File: src/rtl/abr_params_pkg.sv
// Shared memory-interface parameters used by the signature encode/decode paths.
package abr_params_pkg;

  localparam int ABR_MEM_ADDR_WIDTH = 15;

  typedef enum logic [1:0] {
    RW_IDLE  = 2'b00,
    RW_READ  = 2'b01,
    RW_WRITE = 2'b10
  } mem_rw_mode_e;

endpackage

File: src/rtl/sigencode_z_defines_pkg.sv
// Constants, state encoding and memory request format for the z signature encoder.
package sigencode_z_defines_pkg;
  import abr_params_pkg::*;

  localparam int API_ADDR_WIDTH  = ABR_MEM_ADDR_WIDTH;

  localparam int MLDSA_L         = 7;
  localparam int MLDSA_N         = 256;
  localparam int COEFF_W         = 24;
  localparam int ENC_W           = 20;
  localparam int COEFFS_PER_WORD = 4;
  localparam int NUM_WORDS       = MLDSA_L * MLDSA_N / COEFFS_PER_WORD;

  localparam logic [COEFF_W-1:0] MLDSA_Q      = 24'd8380417;
  localparam logic [COEFF_W-1:0] MLDSA_GAMMA1 = 24'h080000;

  localparam logic [8:0] LAST_WORD = 9'(NUM_WORDS - 1);

  typedef enum logic [1:0] {
    ST_IDLE  = 2'd0,
    ST_RUN   = 2'd1,
    ST_DRAIN = 2'd2,
    ST_DONE  = 2'd3
  } sigenc_state_e;

  typedef struct packed {
    mem_rw_mode_e              rd_wr_en;
    logic [API_ADDR_WIDTH-1:0] addr;
  } sig_mem_if_t;

endpackage

File: src/rtl/sigencode_z_unit.sv
// Single-coefficient z map: c -> (GAMMA1 - c) mod q, truncated to 20 bits,
// with a flag when the input or the centred result falls outside its range.
module sigencode_z_unit
  import sigencode_z_defines_pkg::*;
(
  input  logic [COEFF_W-1:0] coeff,
  output logic [ENC_W-1:0]   enc,
  output logic               err
);

  logic signed [25:0] t_raw;
  logic signed [25:0] t_fin;

  // Subtract from gamma1 and fold negative results back by adding q.
  always_comb begin
    t_raw = $signed({2'b00, MLDSA_GAMMA1}) - $signed({2'b00, coeff});
    t_fin = t_raw;
    if (t_raw < 0) begin
      t_fin = t_raw + $signed({2'b00, MLDSA_Q});
    end
    enc = t_fin[ENC_W-1:0];
    // Upper bits also catch a still-negative result when coeff >= q.
    err = (coeff >= MLDSA_Q) || (t_fin[25:ENC_W] != 6'd0);
  end

endmodule

File: src/rtl/sigencode_z_top.sv
// z signature encoder: reads 448 words of packed z coefficients, maps each
// coefficient, and streams 80-bit packed words through a 2-entry FIFO.
//
//  state    | meaning
//  ST_IDLE  | waiting for start
//  ST_RUN   | issuing memory reads, credit-limited to FIFO space
//  ST_DRAIN | all reads issued, emptying the FIFO downstream
//  ST_DONE  | one-cycle done pulse
module sigencode_z_top
  import abr_params_pkg::*;
  import sigencode_z_defines_pkg::*;
(
  input  logic                      clk,
  input  logic                      rst,
  input  logic                      zeroize,
  input  logic                      start,
  input  logic [API_ADDR_WIDTH-1:0] src_base_addr,
  output sig_mem_if_t               mem_rd_req,
  input  logic [95:0]               mem_rd_data,
  output logic                      out_valid,
  input  logic                      out_ready,
  output logic [79:0]               out_data,
  output logic                      busy,
  output logic                      done,
  output logic                      range_err
);

  sigenc_state_e             state, state_nxt;
  logic [API_ADDR_WIDTH-1:0] base_addr;
  logic [8:0]                rd_cnt;
  logic [8:0]                out_cnt;
  logic                      inflight;
  logic [79:0]               fifo_mem [2];
  logic                      wr_ptr, rd_ptr;
  logic [1:0]                fifo_cnt;
  logic [1:0]                credit;
  logic                      issue, push, pop, start_ok;
  logic [79:0]               enc_word;
  logic [3:0]                enc_err;

  for (genvar i = 0; i < COEFFS_PER_WORD; i++) begin : g_unit
    sigencode_z_unit u_unit (
      .coeff (mem_rd_data[COEFF_W*i +: COEFF_W]),
      .enc   (enc_word[ENC_W*i +: ENC_W]),
      .err   (enc_err[i])
    );
  end

  assign credit    = fifo_cnt + {1'b0, inflight};
  assign issue     = (state == ST_RUN) && (credit < 2'd2);
  assign push      = inflight;
  assign out_valid = (fifo_cnt != 2'd0);
  assign out_data  = fifo_mem[rd_ptr];
  assign pop       = out_valid && out_ready;
  assign start_ok  = (state == ST_IDLE) && start;

  // Read request is only driven while a read is actually issued.
  always_comb begin
    mem_rd_req.rd_wr_en = RW_IDLE;
    mem_rd_req.addr     = '0;
    if (issue) begin
      mem_rd_req.rd_wr_en = RW_READ;
      mem_rd_req.addr     = base_addr + {{(API_ADDR_WIDTH-9){1'b0}}, rd_cnt};
    end
  end

  // Next-state and status outputs.
  always_comb begin
    state_nxt = state;
    busy      = 1'b0;
    done      = 1'b0;
    unique case (state)
      ST_IDLE: begin
        if (start) state_nxt = ST_RUN;
      end
      ST_RUN: begin
        busy = 1'b1;
        if (issue && (rd_cnt == LAST_WORD)) state_nxt = ST_DRAIN;
      end
      ST_DRAIN: begin
        busy = 1'b1;
        if (pop && (out_cnt == LAST_WORD)) state_nxt = ST_DONE;
      end
      ST_DONE: begin
        done      = 1'b1;
        state_nxt = ST_IDLE;
      end
      default: state_nxt = ST_IDLE;
    endcase
  end

  // State register, counters, FIFO and sticky error flag.
  always_ff @(posedge clk) begin
    if (rst || zeroize) begin
      state       <= ST_IDLE;
      base_addr   <= '0;
      rd_cnt      <= '0;
      out_cnt     <= '0;
      inflight    <= 1'b0;
      fifo_mem[0] <= '0;
      fifo_mem[1] <= '0;
      wr_ptr      <= 1'b0;
      rd_ptr      <= 1'b0;
      fifo_cnt    <= '0;
      range_err   <= 1'b0;
    end else begin
      state    <= state_nxt;
      inflight <= issue;
      if (start_ok) begin
        base_addr <= src_base_addr;
        rd_cnt    <= '0;
        out_cnt   <= '0;
        range_err <= 1'b0;
      end
      if (issue) rd_cnt <= rd_cnt + 9'd1;
      if (pop) begin
        out_cnt <= out_cnt + 9'd1;
        rd_ptr  <= ~rd_ptr;
      end
      if (push) begin
        fifo_mem[wr_ptr] <= enc_word;
        wr_ptr           <= ~wr_ptr;
        if (enc_err != 4'd0) range_err <= 1'b1;
      end
      unique case ({push, pop})
        2'b10:   fifo_cnt <= fifo_cnt + 2'd1;
        2'b01:   fifo_cnt <= fifo_cnt - 2'd1;
        default: fifo_cnt <= fifo_cnt;
      endcase
    end
  end

endmodule
File: config.mk
export PLATFORM = sky130hd
export DESIGN_NAME = sigencode_z_top
export DESIGN_NICKNAME = d
export VERILOG_FILES = /design/src/rtl/abr_params_pkg.sv /design/src/rtl/sigencode_z_defines_pkg.sv /design/src/rtl/sigencode_z_unit.sv /design/src/rtl/sigencode_z_top.sv
export SDC_FILE = /design/constraint.sdc
export NUM_CORES = 1
export LEC_CHECK = 0
export CAP_MARGIN = 20
export CELL_PAD_IN_SITES_DETAIL_PLACEMENT = 2
export CELL_PAD_IN_SITES_GLOBAL_PLACEMENT = 2
export CORE_AREA = 2 2 196 198
export CTS_CLUSTER_SIZE = 20
export DETAILED_ROUTE_END_ITERATION = 6
export DIE_AREA = 0 0 198 200
export GPL_TIMING_DRIVEN = 0
export PLACE_DENSITY = 0.94
export SYNTH_ARGS = -nofsm -noshare
export SYNTH_HDL_FRONTEND = slang
export SYNTH_SLANG_ARGS = --single-unit
File: constraint.sdc
create_clock -name clk -period 10.1 [get_ports clk]
set_input_delay 3.03 -clock clk [delete_from_list [all_inputs] [get_ports clk]]
set_output_delay 3.03 -clock clk [all_outputs]
set_load 0.05 [all_outputs]
Word-level counts from Yosys, hierarchy flattened
Memories as Yosys holds them, arrays and structs flattened. A register that Yosys moved wholly into a read port is not among the register bits.
Cells that the tools add are included.
Widths: inputs -> output; s select.
{"block": "op_classes", "n_reduce_logical": 23, "bitwise": 2, "eq_ne": 10, "n_addsub": 14, "magnitude_cmp": 9, "n_mux": 28}
{"op": "$add 25x24->26 const B", "count": 4}
{"op": "$mux 26", "count": 4}
{"op": "$lt 25x1->1 const B", "count": 4}
{"op": "$sub 20x24->25 const A", "count": 4}
{"op": "$ge 24x23->1 const B", "count": 4}
{"op": "$mux 80", "count": 1}
{"op": "$reduce_or 80->1", "count": 1}
{"op": "$mux 9", "count": 3}
{"op": "$reduce_bool 6->1", "count": 4}
{"op": "$add 9x1->9 const B", "count": 2}
{"op": "$eq 9x9->1 const B", "count": 2}
{"op": "$mux 16", "count": 1}
{"op": "$add 15x9->15", "count": 1}
{"op": "$mux 1", "count": 14}
{"op": "$pmux 2 s4", "count": 1}
{"op": "$reduce_bool 2->1", "count": 4}
{"op": "$eq 2x2->1 const B", "count": 3}
{"op": "$mux 2", "count": 3}
{"op": "$logic_and 1x1->1", "count": 5}
{"op": "$logic_or 1x1->1", "count": 5}
{"op": "$eq 2x1->1 const B", "count": 2}
{"op": "$ne 2x2->1 const B", "count": 2}
{"op": "$pmux 2 s2", "count": 1}
{"op": "$reduce_bool 4->1", "count": 1}
{"op": "9 further kinds", "count": 10}
{"block": "totals", "mem_count": 1, "in_bits": 116, "word_cells": 96, "ramBits": 160, "regBits": 41}
{"name": "fifo_mem", "words": 2, "width": 80, "rd": 1, "rd_ports_with_merged_regs": 1, "wr": 2, "line": "sigencode_z_top.sv:33", "text": "logic [79:0] fifo_mem [2];"}

Depth between registers and ports, before layout
{"block": "logic_depth", "depth_word": 8, "depth_mapped": 15}

By module
From an unflattened synthesis, not the netlist that was laid out.
{"block": "hier_totals", "hier_cells": 1539, "area_unflattened_um2": 14790.4}
{"mod": "sigencode_z_top", "area_per_inst_um2": 9325.2, "seq_area_each_um2": 5645.4, "n_inst": 1, "cells_per_inst": 755}
{"mod": "sigencode_z_unit", "area_per_inst_um2": 1366.3, "seq_area_each_um2": 0.0, "n_inst": 4, "cells_per_inst": 196}

Worst setup path after synthesis
OpenSTA, ideal clock, no wires.
{"block": "synth_path", "path_kind": "input port to flip-flop", "from": "in zeroize", "to": "mem fifo_mem[0][0], enable pin", "slack_ns": 3.157, "arrival_time_ns": 5.705, "stages": 2, "setup_time_ns": 1.239, "cell_sequence": "nor2_1 o21ai_0"}
{"element": "start: declaration", "line": "sigencode_z_top.sv:15", "text": "input logic zeroize,"}
{"element": "end: declaration", "line": "sigencode_z_top.sv:33"}

Worst setup path in the final report
{"block": "layout_path", "from": "in mem_rd_data[72]", "to": "reg range_err"}
{"block": "layout_via", "elab_chain_cells": 8}
{"element": "start: declaration", "line": "sigencode_z_top.sv:19", "text": "input logic [95:0] mem_rd_data,"}
{"element": "$sub 20x24->25", "line": "sigencode_z_unit.sv:16", "text": "t_raw = $signed({2'b00, MLDSA_GAMMA1}) - $signed({2'b00, coeff});"}
{"element": "$add 25x24->26 or $lt 25x1->1 (tied branches)", "line": "sigencode_z_unit.sv:19, sigencode_z_unit.sv:18"}
{"element": "$mux 26", "line": "sigencode_z_unit.sv:18", "text": "if (t_raw < 0) begin"}
{"element": "$reduce_bool 6->1", "line": "sigencode_z_unit.sv:23", "text": "err = (coeff >= MLDSA_Q) || (t_fin[25:ENC_W] != 6'd0);"}
{"element": "$logic_or 1x1->1 *", "line": "sigencode_z_unit.sv:23"}
{"element": "$reduce_bool 4->1 *", "line": "sigencode_z_top.sv:123", "text": "if (enc_err != 4'd0) range_err <= 1'b1;"}
{"element": "$mux 1 *", "line": "sigencode_z_top.sv:123"}
{"element": "$mux 1 *", "line": "sigencode_z_top.sv:120", "text": "if (push) begin"}
{"element": "end signal: assignment", "line": "sigencode_z_top.sv:105", "text": "range_err <= 1'b0;"}
{"element": "end signal: assignment", "line": "sigencode_z_top.sv:113", "text": "range_err <= 1'b0;"}
{"element": "end signal: assignment", "line": "sigencode_z_top.sv:123"}
{"element": "end: declaration", "line": "sigencode_z_top.sv:25", "text": "output logic range_err"}
Every way passes the cells marked *; elsewhere a longest branch is shown, timed or not.
A chain may end at the register's enable or synchronous reset.

==> out/metrics.csv <==
metric,value,unit
netlist_top_cells_area,"edfxtp_1, nor2_1, mux2_2",
cp_max_fo,10,
synth_edf_count,160,
syn_area,13400,um2
post-cts-setup-buffers,0,
netlist_instances,1444,
clkSinkCount,202,
worstSetupStartpoint,mem_rd_data[72],
die_area,39600,um2
avgSynthCellArea,9.25,um2
synth_top_family_by_area,simple AND/OR/NAND/NOR gates,
ys_types,83,
die_h,200,um
p_total,2250,uW
drc,0,
syn-num-nets,1590,
cts_buffer_depth,3,
cts-htree-levels,1,
swShare,0.287,
totalWireLength,51600,um
cts_buffers,25,
ys.warnings.count,0,
r2r-start,state[0],
p_sw,644,uW
synth_compound_area_frac,0.0938,
avgViaCountPerCell,5.58,
cts_hold_buf,0,
internal-power,1600,uW
antenna_found_initial,9,
min_from,base_addr[0],
p_leak,0.00591,uW
start_util,0.357,
place_area,16000,um2
muxShareOfSynthArea,0.0793,
clkTransAtPathRegs,0.06,ns
grt_usage,0.259,
num_vias,12300,
cp_common_cell,nor4_1,
clock_power_share,0.407,
syn2layout_area_growth,25.9,%
setup_viol,0,
slew_violations,0,
cts-root-buf,clkbuf_16,
fin_crit_sh,0.716,
synthArstFlopShare,0,
rsz0062_at_grt,false,
path_class,in2reg,
skew,0.00824,ns
final_common_cell,nor2_1,
clk_latency,0.54,ns
yosys.area_share.simple,0.252,
cts_tree,done,
final_cell_mix,"nor2_1, clkdlybuf4s50_1, edfxtp_1",
grt-ovfl-total,0,
powerDensity,133,nW/um2
ir_drop,110,uV
wl_per_cell,23.5,um
crit_path_end_kind,flip-flop,
post_cts_resized,0,
timing.fmax,138,MHz
rows,71,
antenna_left,0,
slowest_stage,nor4b_2,
grt_pass1_vias,13700,
yosysSeqAreaShare,0.422,
critPathBufInv,4,
io_pins,217,
fin_crit,7.23,ns
synth-seq-cells,202,
synthXorXnorAreaFrac,0.0918,
grt_max_degree,48,
cp.required,10.48,ns
drive_above_1_share,0.102,
nFillCells,4055,
pwr-share-seq,0.418,
dpl.hpwl,38400,um
firstDrtPassIters,5,
finalHoldViolations,0,
core,37400,um2
yosysTopAreaCell,edfxtp_1,
status,"finished, final reports clean",
slowest_delay,0.77,ns
worst_pin_slew,0.931,ns
relSlewSlack,0.374,
drtIter0Drc,583,
io_buffer_count,190,
yosys_most_used_dff,edfxtp_1,
cp.arrival,7.61,ns
critical_path.top_delay_family,simple AND/OR/NAND/NOR gates,
cp-start-kind,input port,
p_comb_frac,0.175,
gp_congestion,0.903,
maxCapViolCount,0,
grt_pass1_wl,79300,um
synthAdderAreaFrac,0.0287,
synth_top_area_frac,0.360,
hold_path_class,reg2reg,
final_nets,1811,
postLayoutCellArea,16800,um2
die_x,198,um
crit_chain,"clkdlybuf4s50_1, clkbuf_1, inv_1, ha_1, buf_2, nor4b_2, nand4_1, or4_1, and3_1, nand2b_4, nor4_1, a21oi_1, nand4b_1, nor4_1, a311oi_1",
==> synthesized netlist by cell type, drive strengths merged (14+ instances only) <==
cell / instances
nor3: 47
ha: 29
xor2: 56
clkbuf: 65
a21oi: 69
nand2: 122
nand3b: 15
edfxtp: 160
xnor2: 84
inv: 23
nand3: 43
nor4: 33
nand4: 23
mux2: 87
o21ai: 36
nor2: 276
buf: 14
dfxtp: 42
==> worst paths after layout <==
check	slack [ns]	end	cells after the start
setup reg to reg	7.03	range_err	10
setup / recovery	2.87	range_err	15
hold reg to reg	0.47	base_addr[0]	2
hold / removal	0.47	base_addr[0]	2
==> worst register-to-register path, cell delays in order, from the launching register on <==
cell and delay [ns]:
dfxtp_1 0.33, inv_1 0.15, ha_1 0.23, nand2_1 0.19, a221o_1 0.41, nor4b_1 0.37, o311ai_0 0.29, nor4_1 0.35
nand4b_1 0.15, nor4_1 0.32, a311oi_1 0.13
==> cell type report <==
cell class | count | area, um2 | area share
Clock inverter | 15 | 146 | 0.00870
Sequential cell | 202 | 5650 | 0.336
Tap cell | 511 | 639 | 0.0380
Timing Repair Buffer | 194 | 1990 | 0.118
Multi-Input combinational cell | 1138 | 7320 | 0.435
Antenna cell | 6 | 15.0 | 0.000892
Buffer | 79 | 327 | 0.0194
Clock buffer | 30 | 654 | 0.0389
Inverter | 25 | 93.8 | 0.00558
==> metrics by stage <==
stage               setup TNS [ns]  hold WS (ns)  std cells  setup slack [ns]  utilization
global route                     0         0.513       2199              2.65        0.450
floorplan                        0         0.428       1444              3.16            -
finish                           0         0.470       2200              2.87        0.450
detailed placement               0         0.464       2149              2.45        0.428
global placement            -34.49         0.447       2145            -0.440        0.425
CTS                              0         0.475       2194              2.92        0.450
==> layer usage <==
| metal | part of all wire | vias to the layer above | GRT usage |
|---|---|---|---|
| li1 | - | 5648 | - |
| met3 | 0.040 | 103 | 0.0358 |
| met2 | 0.52 | 321 | 0.484 |
| met4 | 0.030 | 8 | 0.0936 |
| met5 | 0.00078 | - | 0 |
| met1 | 0.41 | 6200 | 0.301 |
==> registers in the layout, indices dropped and copies added (netlist names), named ones only <==
name / count
range_err: 1
state: 2
inflight: 1
base_addr: 15
fifo_cnt: 2
fifo_mem: 160
out_cnt: 9
wr_ptr: 1
rd_cnt: 9
rd_ptr: 1
==> power groups by stage <==
stage,logic [uW],registers (uW),clock network [uW]
2_1_floorplan,229,955,0
3_3_place_gp,364,960,0
3_5_place_dp,387,956,0
4_1_cts,393,939,928
5_1_grt,419,941,954
6_report,393,938,915
==> cell families (layout without fill, tap and decap cells) <==
group                    after synthesis  in the layout
adder cells (fa/ha/maj)               30             30
AO/OA/AOI/OAI                        194            194
other                                  1              7
flip-flops                           202            202
buffers and inverters                104            343
XOR/XNOR                             140            140
multiplexers                          95             95
AND/OR/NAND/NOR                      678            678
Power figures use the tool's default switching activity.
